`src/rtl/cacheline_adaptor.sv`:
```
// cacheline_adaptor: turns one 256-bit cache line read/writeback into a 4-beat x 64-bit memory burst.
// Optional CACHELINE_ADAPTOR_PERF_EN adds completed line read/write counters.
module cacheline_adaptor #(
  parameter int s_line   = 256,
  parameter int s_burst  = 64,
  parameter int s_offset = 5
) (
  input  logic                clk,
  input  logic                rst,
  input  logic [s_line-1:0]   line_i,
  output logic [s_line-1:0]   line_o,
  input  logic [31:0]         address_i,
  input  logic                read_i,
  input  logic                write_i,
  output logic                resp_o,
  input  logic [s_burst-1:0]  burst_i,
  output logic [s_burst-1:0]  burst_o,
  output logic [31:0]         address_o,
  output logic                read_o,
  output logic                write_o,
  input  logic                resp_i
`ifdef CACHELINE_ADAPTOR_PERF_EN
  ,
  output logic [31:0]         rd_count_o,
  output logic [31:0]         wr_count_o
`endif
);
  localparam int num_beats = s_line / s_burst;
  localparam logic [1:0] last_beat = 2'(num_beats - 1);
  localparam logic [31:0] off_mask = (32'd1 << s_offset) - 32'd1;
  typedef enum logic [1:0] {IDLE, RD, WR, DONE} state_t;
  state_t state, state_n;
  logic [1:0] cnt;
  logic [s_line-1:0] wline;
  logic busy_beat;
  assign busy_beat = (state == RD || state == WR) && resp_i;
  always_ff @(posedge clk or posedge rst)
    if (rst) state <= IDLE;
    else     state <= state_n;
  always_comb begin
    state_n = state;
    case (state)
      IDLE:    state_n = write_i ? WR : read_i ? RD : IDLE;
      RD, WR:  state_n = (resp_i && cnt == last_beat) ? DONE : state;
      default: state_n = IDLE;
    endcase
  end
  always_comb begin
    resp_o  = state == DONE;
    burst_o = wline[s_burst*cnt +: s_burst];
  end
  always_ff @(posedge clk or posedge rst)
    if (rst) begin
      cnt       <= '0;
      wline     <= '0;
      line_o    <= '0;
      address_o <= '0;
      read_o    <= 1'b0;
      write_o   <= 1'b0;
    end else begin
      if (state == IDLE && (write_i || read_i)) begin
        address_o <= address_i & ~off_mask;
        write_o   <= write_i;
        read_o    <= !write_i;
        if (write_i) wline <= line_i;
      end
      if (state == RD && resp_i) line_o[s_burst*cnt +: s_burst] <= burst_i;
      if (busy_beat) begin
        cnt <= cnt + 2'd1;
        if (cnt == last_beat) begin
          read_o  <= 1'b0;
          write_o <= 1'b0;
        end
      end
      if (state == DONE) cnt <= '0;
    end
`ifdef CACHELINE_ADAPTOR_PERF_EN
  logic is_wr;
  always_ff @(posedge clk or posedge rst)
    if (rst) begin
      is_wr      <= 1'b0;
      rd_count_o <= '0;
      wr_count_o <= '0;
    end else begin
      if (state == IDLE && (write_i || read_i)) is_wr <= write_i;
      if (state == DONE && is_wr)  wr_count_o <= wr_count_o + 32'd1;
      if (state == DONE && !is_wr) rd_count_o <= rd_count_o + 32'd1;
    end
`endif
endmodule

```
`config.mk`:
```
export PLATFORM = sky130hd
export DESIGN_NAME = cacheline_adaptor
export DESIGN_NICKNAME = d
export VERILOG_FILES = /design/src/rtl/cacheline_adaptor.sv
export SDC_FILE = /design/constraint.sdc
export NUM_CORES = 1
export LEC_CHECK = 0
export ABC_AREA = 0
export BUFFER_PORTS_ARGS = -buffer_cell sky130_fd_sc_hd__buf_2
export CORE_AREA = 3 3 277 279
export DETAILED_ROUTE_END_ITERATION = 7
export DIE_AREA = 0 0 280 282
export GPL_TIMING_DRIVEN = 0
export PLACE_DENSITY = 0.61
export SLEW_MARGIN = 5
export SYNTH_ARGS = -nofsm -noshare
export SYNTH_HDL_FRONTEND = slang
export SYNTH_SLANG_ARGS = --single-unit
export TNS_END_PERCENT = 1
```
`constraint.sdc`:
```
create_clock -name clk -period 27.4 [get_ports clk]
set_input_delay 1.37 -clock clk [delete_from_list [all_inputs] [get_ports clk]]
set_output_delay 1.37 -clock clk [all_outputs]
set_load 0.05 [all_outputs]
```
==> reports/metrics.yaml, run 1 <==
grt_start_max_net_pins: 116
min_period_over_period_pct: 16.18
cts_tree: "yes"
numCtsBuffers: 60
outcome: "complete, no violations"
synth_seq_area_share_pct: 60.41
synth_cell_types: 34
synthCells: 1814
vdd_drop_max_v: 0.00008291
antenna_left: 0
syn_to_final_growth_pct: 30.35
startpoint_type: "flip-flop"
hpwlAfterDp_um: 61790
holdBufCountCts: 0
gr-total-overflow: 0
io_pins: 712
finClkSkew_ns: 0.03015
placed_area_um2: 27450
power.density_nw_per_um2: 139.5
fin_ws_ns: 22.97
gp_congestion: 0.8512
finalWirelength_um: 81140
pre_cts_ws_ns: 23.21
htreeDepth: 2
path_max_fanout: 10
antenna_found_initial: 14
finalSetupViolCount: 0
clk_path_buf_depth: 3
final.setup.tns_ns: 0
final_area_um2: 29430
via_count: 17400
io_buffers: 700
worstSetupPathType: "reg -> out"
grt_pass1_vias: 17660
synth_warnings: 0
rsz0062_at_grt: "false"
slowest_stage: "clkbuf_1"
clkLatencyLatePin_ns: 0.64
p_total_mw: 4.106
slew_headroom_pct: 9.406
cpPeakStageDelay_ns: 0.85
nFillCells: 7300
hold_viol: 0
cts_setup_buffers: 0
drv_slew: 0
drt-pass1-iter-count: 5
maxCapViolations: 0
netlist_area_um2: 22580
syn_avg_cell_area_um2: 12.45
synthFlopType: "dfrtp_1"
synth_common_cells: "dfrtp_1 (545), nand2_1 (491), mux2_2 (277), o21ai_0 (133), o21ai_1 (110)"
path_clk_slew_ns: 0.07
clkSinkCount: 545
initial_core_util_pct: 30.33
synth-async-reset-ratio_pct: 100.0
synth-edff-count: 0
grt_usage_pct: 19.94
reg2regPathDepth: 8
path_cells: "buf_2 > clkbuf_1 > mux4_2 > buf_2"
fin_util_pct: 39.53
worstPathArrival_ns: 3.06
cts_root_buffer: "clkbuf_16"
die_h_um: 282
cp-end-kind: "output port"
final_nets: 2951
die_area_um2: 78960
synth_area_leader_cell: "dfrtp_1"
cp.required_ns: 26.03
leakage_nw: 13.86
grt_pass1_wl_um: 117900
min_path_cells: 2
synth_top_area_share_pct: 60.41
via_per_inst: 4.816
path_common_cell: "buf_2"
yosys.cell_count.top_type: "dfrtp_1"
max_freq_ghz: 0.2255
fin_hold_ws_ns: 0.4738
drt-wirelength-per-cell_um: 22.46
fin_cells: 3613
drive_above_1_share_pct: 46.79
ctsResizeCount: 0
die_w_um: 280
initialDrtViolationCount: 1192
drc: 0
rows: 100
hp-class: "reg -> reg"
core_um2: 74450
fin_crit_ns: 4.434
place_inst: 3492
ys_ff_latch: 545
tightest_slew_ns: 1.355
synthTopCellsByArea: "dfrtp_1 (60%), mux2_2 (14%), nand2_1 (8.2%), mux4_2 (6.4%), o21ai_0 (2.9%)"
[placed cells by master (no fill, tap or decap), types with 6 or more instances in the layout]
master / netlist / routed
buf_6: 20 / 20
clkbuf_1: 43 / 58
o21ai_1: 110 / 110
mux2_1: 6 / 6
mux4_2: 64 / 64
buf_1: 6 / 6
o21ai_0: 133 / 133
ha_1: 9 / 9
nand2_1: 491 / 491
mux2_2: 277 / 277
clkbuf_16: 0 / 60
clkbuf_8: 0 / 16
dfrtp_1: 545 / 545
nand3_1: 7 / 7
diode_2: 0 / 11
buf_4: 30 / 30
clkinv_2: 0 / 10
buf_2: 35 / 735
a22o_1: 13 / 13
[critical path: cells and delay by family (launching register included)]
| family | cells | cell delay (ns) |
|---|---|---|
| multiplexers | 1 | 0.46 |
| buffers and inverters | 3 | 1.49 |
| flip-flops | 1 | 0.48 |
[final timing paths]
check | from | endpoint | slack (ns)
hold / removal | line_o[61] | line_o[61] | 0.47
hold reg to reg | line_o[61] | line_o[61] | 0.47
min in group asynchronous | rst | wline[37] | 0.78
setup / recovery | cnt[1] | burst_o[53] | 22.97
setup reg to reg | cnt[1] | line_o[240] | 23.36
max in group asynchronous | rst | line_o[241] | 24.75
[power breakdown]
group	switching [mW]	internal [mW]
Sequential	0.171	1.13
Combinational	1.37	0.639
Clock	0.349	0.449
Total	1.89	2.21
[flip-flops by register name, indices dropped and copies added (netlist names)]
register and flops:
cnt 2, state 2, address_o 27, write_o 1
line_o 256, wline 256, read_o 1
[cell type report]
cell class              instances  area (um^2)  area share, %
diodes                         11        27.53        0.09354
plain buffers                 134        809.5          2.751
clock buffers                  91         1778          6.042
clock inverters                19        170.2         0.5782
inverters                       5        26.28        0.08929
multi-input cells            1134         8125          27.61
flip-flops and latches        545        13640          46.34
well taps                     969         1212          4.120
repair buffers                705         3641          12.37
[cell families after synthesis]
| family | after synthesis | share of synthesized area, % |
|---|---|---|
| AO/OA/AOI/OAI | 263 | 6.102 |
| XOR/XNOR | 1 | 0.03880 |
| adder cells (fa/ha/maj) | 9 | 0.4988 |
| buffers and inverters | 139 | 3.669 |
| flip-flops | 545 | 60.41 |
| multiplexers | 347 | 20.50 |
| other | 1 | 0.01661 |
| AND/OR/NAND/NOR | 509 | 8.767 |
[metal layers]
layer  wire [um]  GRT usage [%]  up-vias  share of wire, %
met1       33020          25.52     8836                41
met5          37              0        -             0.046
met4        2650          7.329        8               3.3
li1            -              -     7781                 -
met2       39720          32.82      637                49
met3        5714          5.001      138               7.0
Power figures use the tool's default switching activity.
==> inputs of run 2 (changes only) <==
Settings changed: ABC_AREA 0 to 1, PLACE_DENSITY 0.61 to 0.63.
Clock period 27.4 ns to 4.45 ns, I/O delays scaled along.
==> run 2 against run 1 <==
Compared with the run above:
- die area unchanged
- non-clock buffer count increased by 413
- via count grew 41%
- global-route usage up 4.6 points
- utilization rose by 7.0 points
- critical path depth grew 5
- clock skew is 0.015 ns lower
- critical path type is now reg -> reg
- critical endpoint is now line_o[184]
- highest routed layer unchanged
==> reports/metrics.yaml, run 2 <==
drive_above_1_share_pct: 22.35
grt_usage_pct: 24.55
initial_core_util_pct: 32.43
cp-end-kind: "flip-flop"
globalRouteMet2Util_pct: 42.44
worstPathArrival_ns: 3.99
synth_common_cells: "nand2_1 (1539), dfrtp_1 (545), inv_1 (287), o21ai_0 (157), nor2_1 (144)"
via_count: 24590
clk_path_buf_depth: 3
fin_crit_ns: 3.456
met3_usage_pct: 5.258
core_um2: 74450
synthTopCellsByArea: "dfrtp_1 (56%), nand2_1 (24%), inv_1 (4.5%), o211ai_1 (3.8%), o21ai_0 (3.3%)"
hp-class: "in -> reg"
min_path_cells: 4
nFillCells: 7191
die_w_um: 280
final_nets: 4557
synth-edff-count: 0
p_switching_mw: 10.71
min_period_over_period_pct: 77.67
power.density_nw_per_um2: 649.6
drv_slew: 0
worstSetupPathType: "reg -> reg"
synthCells: 3061
cts_setup_buffers: 0
drc: 0
p_int_mw: 11.77
drt-wirelength-per-cell_um: 19.13
netlist_area_um2: 24140
synthFlopType: "dfrtp_1"
swShare_pct: 47.66
antenna_found_initial: 10
max_freq_ghz: 0.2893
tightest_slew_ns: 0.8746
reg2regPathDepth: 9
antenna_left: 0
synth_area_leader_cell: "dfrtp_1"
cp.required_ns: 4.99
synth_top_area_share_pct: 56.49
io_pins: 712
clkLatencyLatePin_ns: 0.61
maxCapViolations: 0
rows: 100
cts_root_buffer: "clkbuf_16"
synth_seq_area_share_pct: 56.49
r2r_slack_ns: 0.99
pre_cts_ws_ns: 1.009
htreeDepth: 2
pwr-share-clk_pct: 21.4
synth_cell_types: 19
ys_ff_latch: 545
holdBufCountCts: 349
finClkSkew_ns: 0.01561
gr-total-overflow: 0
clkSinkCount: 545
io_buffers: 700
gp_congestion: 0.9127
die_h_um: 282
outcome: "complete, no violations"
fin_ws_ns: 0.9939
slew_headroom_pct: 41.69
p_comb_share_pct: 46.6
die_area_um2: 78960
yosys.cell_count.top_type: "nand2_1"
startpoint_type: "flip-flop"
hold_viol: 0
drt-pass1-iter-count: 5
final_cell_mix: "nand2_1 (1539), buf_2 (818), dfrtp_1 (545), dlygate4sd3_1 (349), inv_1 (286)"
cts_tree: "yes"
grt_pass1_wl_um: 148600
synth_warnings: 0
busiest_layer: "met2"
grt_start_max_net_pins: 39
hpwlAfterDp_um: 74130
rsz0062_at_grt: "false"
path_max_fanout: 12
syn_avg_cell_area_um2: 7.887
finalSetupViolCount: 0
path_clk_slew_ns: 0.06
initialDrtViolationCount: 1823
via_per_inst: 4.716
grt_pass1_vias: 24690
vdd_drop_max_v: 0.0006310
ctsResizeCount: 0
syn_to_final_growth_pct: 43.35
finalWirelength_um: 99740
biggestRegsByFlops: "line_o: 256 flops, wline: 256 flops, address_o: 27 flops"
numCtsBuffers: 58
leakage_nw: 20.00
grt_use_met1_pct: 29.12
final.setup.tns_ns: 0
final_common_cell: "nand2_1"
seqPwrFrac_pct: 32.0
synth-async-reset-ratio_pct: 100.0
-- run 2: changes by cell type in the layout (fill, tap and decap cells not counted), moves of 64 or more --
| cell | previous run | this run |
|---|---|---|
| nand2_1 | 491 | 1539 |
| dlygate4sd3_1 | 0 | 349 |
| o211ai_1 | 0 | 122 |
| mux4_2 | 64 | 0 |
| mux2_2 | 277 | 0 |
| inv_1 | 4 | 286 |
| buf_2 | 735 | 818 |
| o21ai_1 | 110 | 0 |
| nor2_1 | 1 | 144 |
-- run 2: stage by stage --
step / power [mW] / util, % / instance area [um^2] / hold WS, ns / instances
global route: 23.75 / 46.47 / 34590 / 0.06691 / 5208
CTS: 22.55 / 46.44 / 34580 / 0.009334 / 5201
global placement: 17.32 / 38.79 / 28880 / 0.4189 / 4734
floorplan: 14.14 / - / 24160 / 0.3321 / 3065
finish: 22.48 / 46.48 / 34610 / 0.04870 / 5213
detailed placement: 17.43 / 39.27 / 29240 / 0.4097 / 4751
-- run 2: final timing paths --
path / from / to
max: cnt[1] / line_o[184]
min: resp_i / state[1]
max reg2reg: cnt[1] / line_o[184]
min reg2reg: line_o[49] / line_o[49]
max in group asynchronous: rst / address_o[26]
min in group asynchronous: rst / line_o[128]
-- run 2: area by class of cell --
class	count	area, um^2	area share (%)
Antenna cell	12	30.03	0.08677
Buffer	186	917.1	2.650
Clock buffer	88	1705	4.928
Clock inverter	13	138.9	0.4013
Inverter	291	1096	3.167
Multi-Input combinational cell	2043	8508	24.59
Sequential cell	545	13640	39.41
Tap cell	969	1212	3.503
Timing Repair Buffer	1066	7360	21.27
-- run 2: cells by family after synthesis --
logic type | share of synthesized area [%]
other | 0.01553
and+or+nand+nor | 27.53
adders and majority gates | 0.4665
buffers and inverters | 8.324
AOI/OAI and AO/OA | 7.168
DFF | 56.49
-- run 2: power by group through the flow --
stage	registers, mW	clock network (mW)	logic (mW)
floorplan	8.38	0	5.76
global placement	7.22	0	10.1
detailed placement	7.22	0	10.2
CTS	7.15	4.91	10.5
global route	7.32	5.09	11.3
finish	7.18	4.81	10.5
-- run 2: critical path: stages, from the launching register on --
cell and delay, ns:
dfrtp_1 0.40, clkbuf_1 0.38, inv_2 0.22, clkbuf_1 0.41, ha_1 0.55, nand2_1 0.14
nor2_1 0.66, buf_2 0.39, nand3_1 0.14, nand2_1 0.08
-- run 2: layer usage --
| metal | up-vias | wire, um |
|---|---|---|
| met4 | 2 | 5236 |
| met5 | - | 7 |
| met1 | 11560 | 38400 |
| met2 | 1186 | 48220 |
| met3 | 265 | 7884 |
| li1 | 11580 | - |
==> inputs of run 3 (changes only) <==
Settings changed: ABC_AREA 1 to 0, CORE_AREA 3 3 277 279 to 3 3 279 281, DIE_AREA 0 0 280 282 to 0 0 282 284, PLACE_DENSITY 0.63 to 0.6.
Clock period 4.45 ns to 3.6 ns, I/O delays scaled along.
==> run 3 against run 2 <==
Compared with the run above:
- global-route usage is 4.0 points lower
- wire length shrank 16%
- final area decreased by 4.1%
- largest power group unchanged
==> reports/metrics.yaml, run 3 (same netlist as run 1, synthesis figures left out) <==
finalSetupViolCount: 0
tightest_slew_ns: 0.8060
via_count: 18940
die_w_um: 282
power.density_nw_per_um2: 957.6
p_comb_share_pct: 49.2
final_area_um2: 33190
rsz0062_at_grt: "false"
hp-class: "in -> async"
gp_congestion: 0.8619
outcome: "complete, no violations"
io_buffers: 700
swShare_pct: 45.34
cts_tree: "yes"
fin_crit_ns: 3.152
worstPathArrival_ns: 2.97
drc: 0
syn_to_final_growth_pct: 47.01
multiInputGateArea_um2: 8134
fin_hold_ws_ns: 0.1578
seqPwrFrac_pct: 31.2
pwr-share-clk_pct: 19.6
initial_core_util_pct: 29.83
worstSetupPathType: "reg -> out"
clkSinkCount: 545
drive_above_1_share_pct: 41.48
slowest_stage: "clkbuf_1"
initialDrtViolationCount: 1078
fin_ws_ns: 0.4477
grt_pass1_wl_um: 126100
hold_viol: 0
p_total_mw: 31.78
numCtsBuffers: 61
maxCapViolations: 0
rows: 101
gr-total-overflow: 0
grt_pass1_vias: 20010
cp.required_ns: 3.42
core_um2: 75700
seq_area_um2: 13640
htreeDepth: 2
drt-wirelength-per-cell_um: 21.10
startpoint_type: "flip-flop"
die_h_um: 284
path_common_cell: "buf_2"
clk_path_buf_depth: 3
leakage_nw: 15.43
finalWirelength_um: 84050
drt-pass1-iter-count: 5
p_int_mw: 17.37
final_cell_mix: "buf_2 (735), dfrtp_1 (545), nand2_1 (491), dlygate4sd3_1 (352), mux2_2 (277)"
final_common_cell: "buf_2"
grt_usage_pct: 20.57
cts_root_buffer: "clkbuf_16"
fin_util_pct: 43.85
critPathTopFamily: "buffers and inverters"
via_per_inst: 4.755
hpwlAfterDp_um: 60980
antenna_left: 0
antenna_found_initial: 15
grt_start_max_net_pins: 40
drv_slew: 0
clkLatencyLatePin_ns: 0.60
finClkSkew_ns: 0.01536
p_switching_mw: 14.41
slew_headroom_pct: 46.04
min_period_over_period_pct: 87.57
pre_cts_ws_ns: -0.6215
die_area_um2: 80090
path_cells: "buf_2 > clkbuf_1 > mux4_2 > buf_2"
io_pins: 712
final_nets: 3314
max_freq_ghz: 0.3172
placed_area_um2: 27640
cts_setup_buffers: 0
nFillCells: 6925
cpPeakStageDelay_ns: 0.67
path_buf_inv: 3
path_clk_slew_ns: 0.07
biggestRegsByFlops: "line_o: 256 flops, wline: 256 flops, address_o: 27 flops"
path_max_fanout: 19
vdd_drop_max_v: 0.0007163
cp-end-kind: "output port"
run 3: power by group through the flow:
stage | Clock [mW] | Combinational (mW) | Sequential, mW
floorplan | 0 | 8.20 | 12.9
global placement | 0 | 15.2 | 9.90
detailed placement | 0 | 15.3 | 9.91
CTS | 6.37 | 15.7 | 9.84
global route | 6.61 | 16.5 | 10.2
finish | 6.22 | 15.6 | 9.92
run 3: path summary, 6_finish.rpt:
check,start,end,slack [ns],cells after the start
max,cnt[1],burst_o[48],0.45,4
min,rst,wline[240],0.16,3
max reg2reg,cnt[1],line_o[198],0.50,7
min reg2reg,line_o[48],line_o[48],0.47,2
max in group asynchronous,rst,line_o[44],1.16,11
min in group clk,line_i[198],wline[198],0.34,3
run 3: layout make-up:
type	instances	area share (%)
diodes	12	0.09048
plain buffers	133	2.428
clock buffers	93	5.474
clock inverters	16	0.5165
inverters	5	0.06786
multi-input cells	1134	24.51
flip-flops and latches	545	41.09
well taps	978	3.687
repair buffers	1068	22.14
run 3: per-stage QoR:
stage	TNS (ns)	instances
4_1_cts	0	3972
3_5_place_dp	-32.49	3512
5_1_grt	0	3983
2_1_floorplan	-2176.68	1818
6_report	0	3984
3_3_place_gp	-4167.81	3496
run 3: worst reg2reg max path, cell delays in order, from the launching register on:
cell and delay [ns]:
dfrtp_1 0.46, buf_2 0.55, inv_1 0.18, ha_1 0.43, nor4b_4 0.75, buf_2 0.41
nand2_1 0.10, o21ai_1 0.12
run 3: routing by layer:
layer	up-vias	track usage, %	routed length (um)
met5	-	0	25
met4	4	8.537	3551
met3	199	3.554	4790
met2	707	34.88	41450
met1	9534	25.87	34240
li1	8498	-	-
run 3: repair_timing:
item / 4_1_cts / 5_1_grt
hold buffers: 352 / 0
endpoints found under the hold margin: 626 / 0
endpoints found under the setup margin: 143 / 0
gates resized for setup: 1 / 0
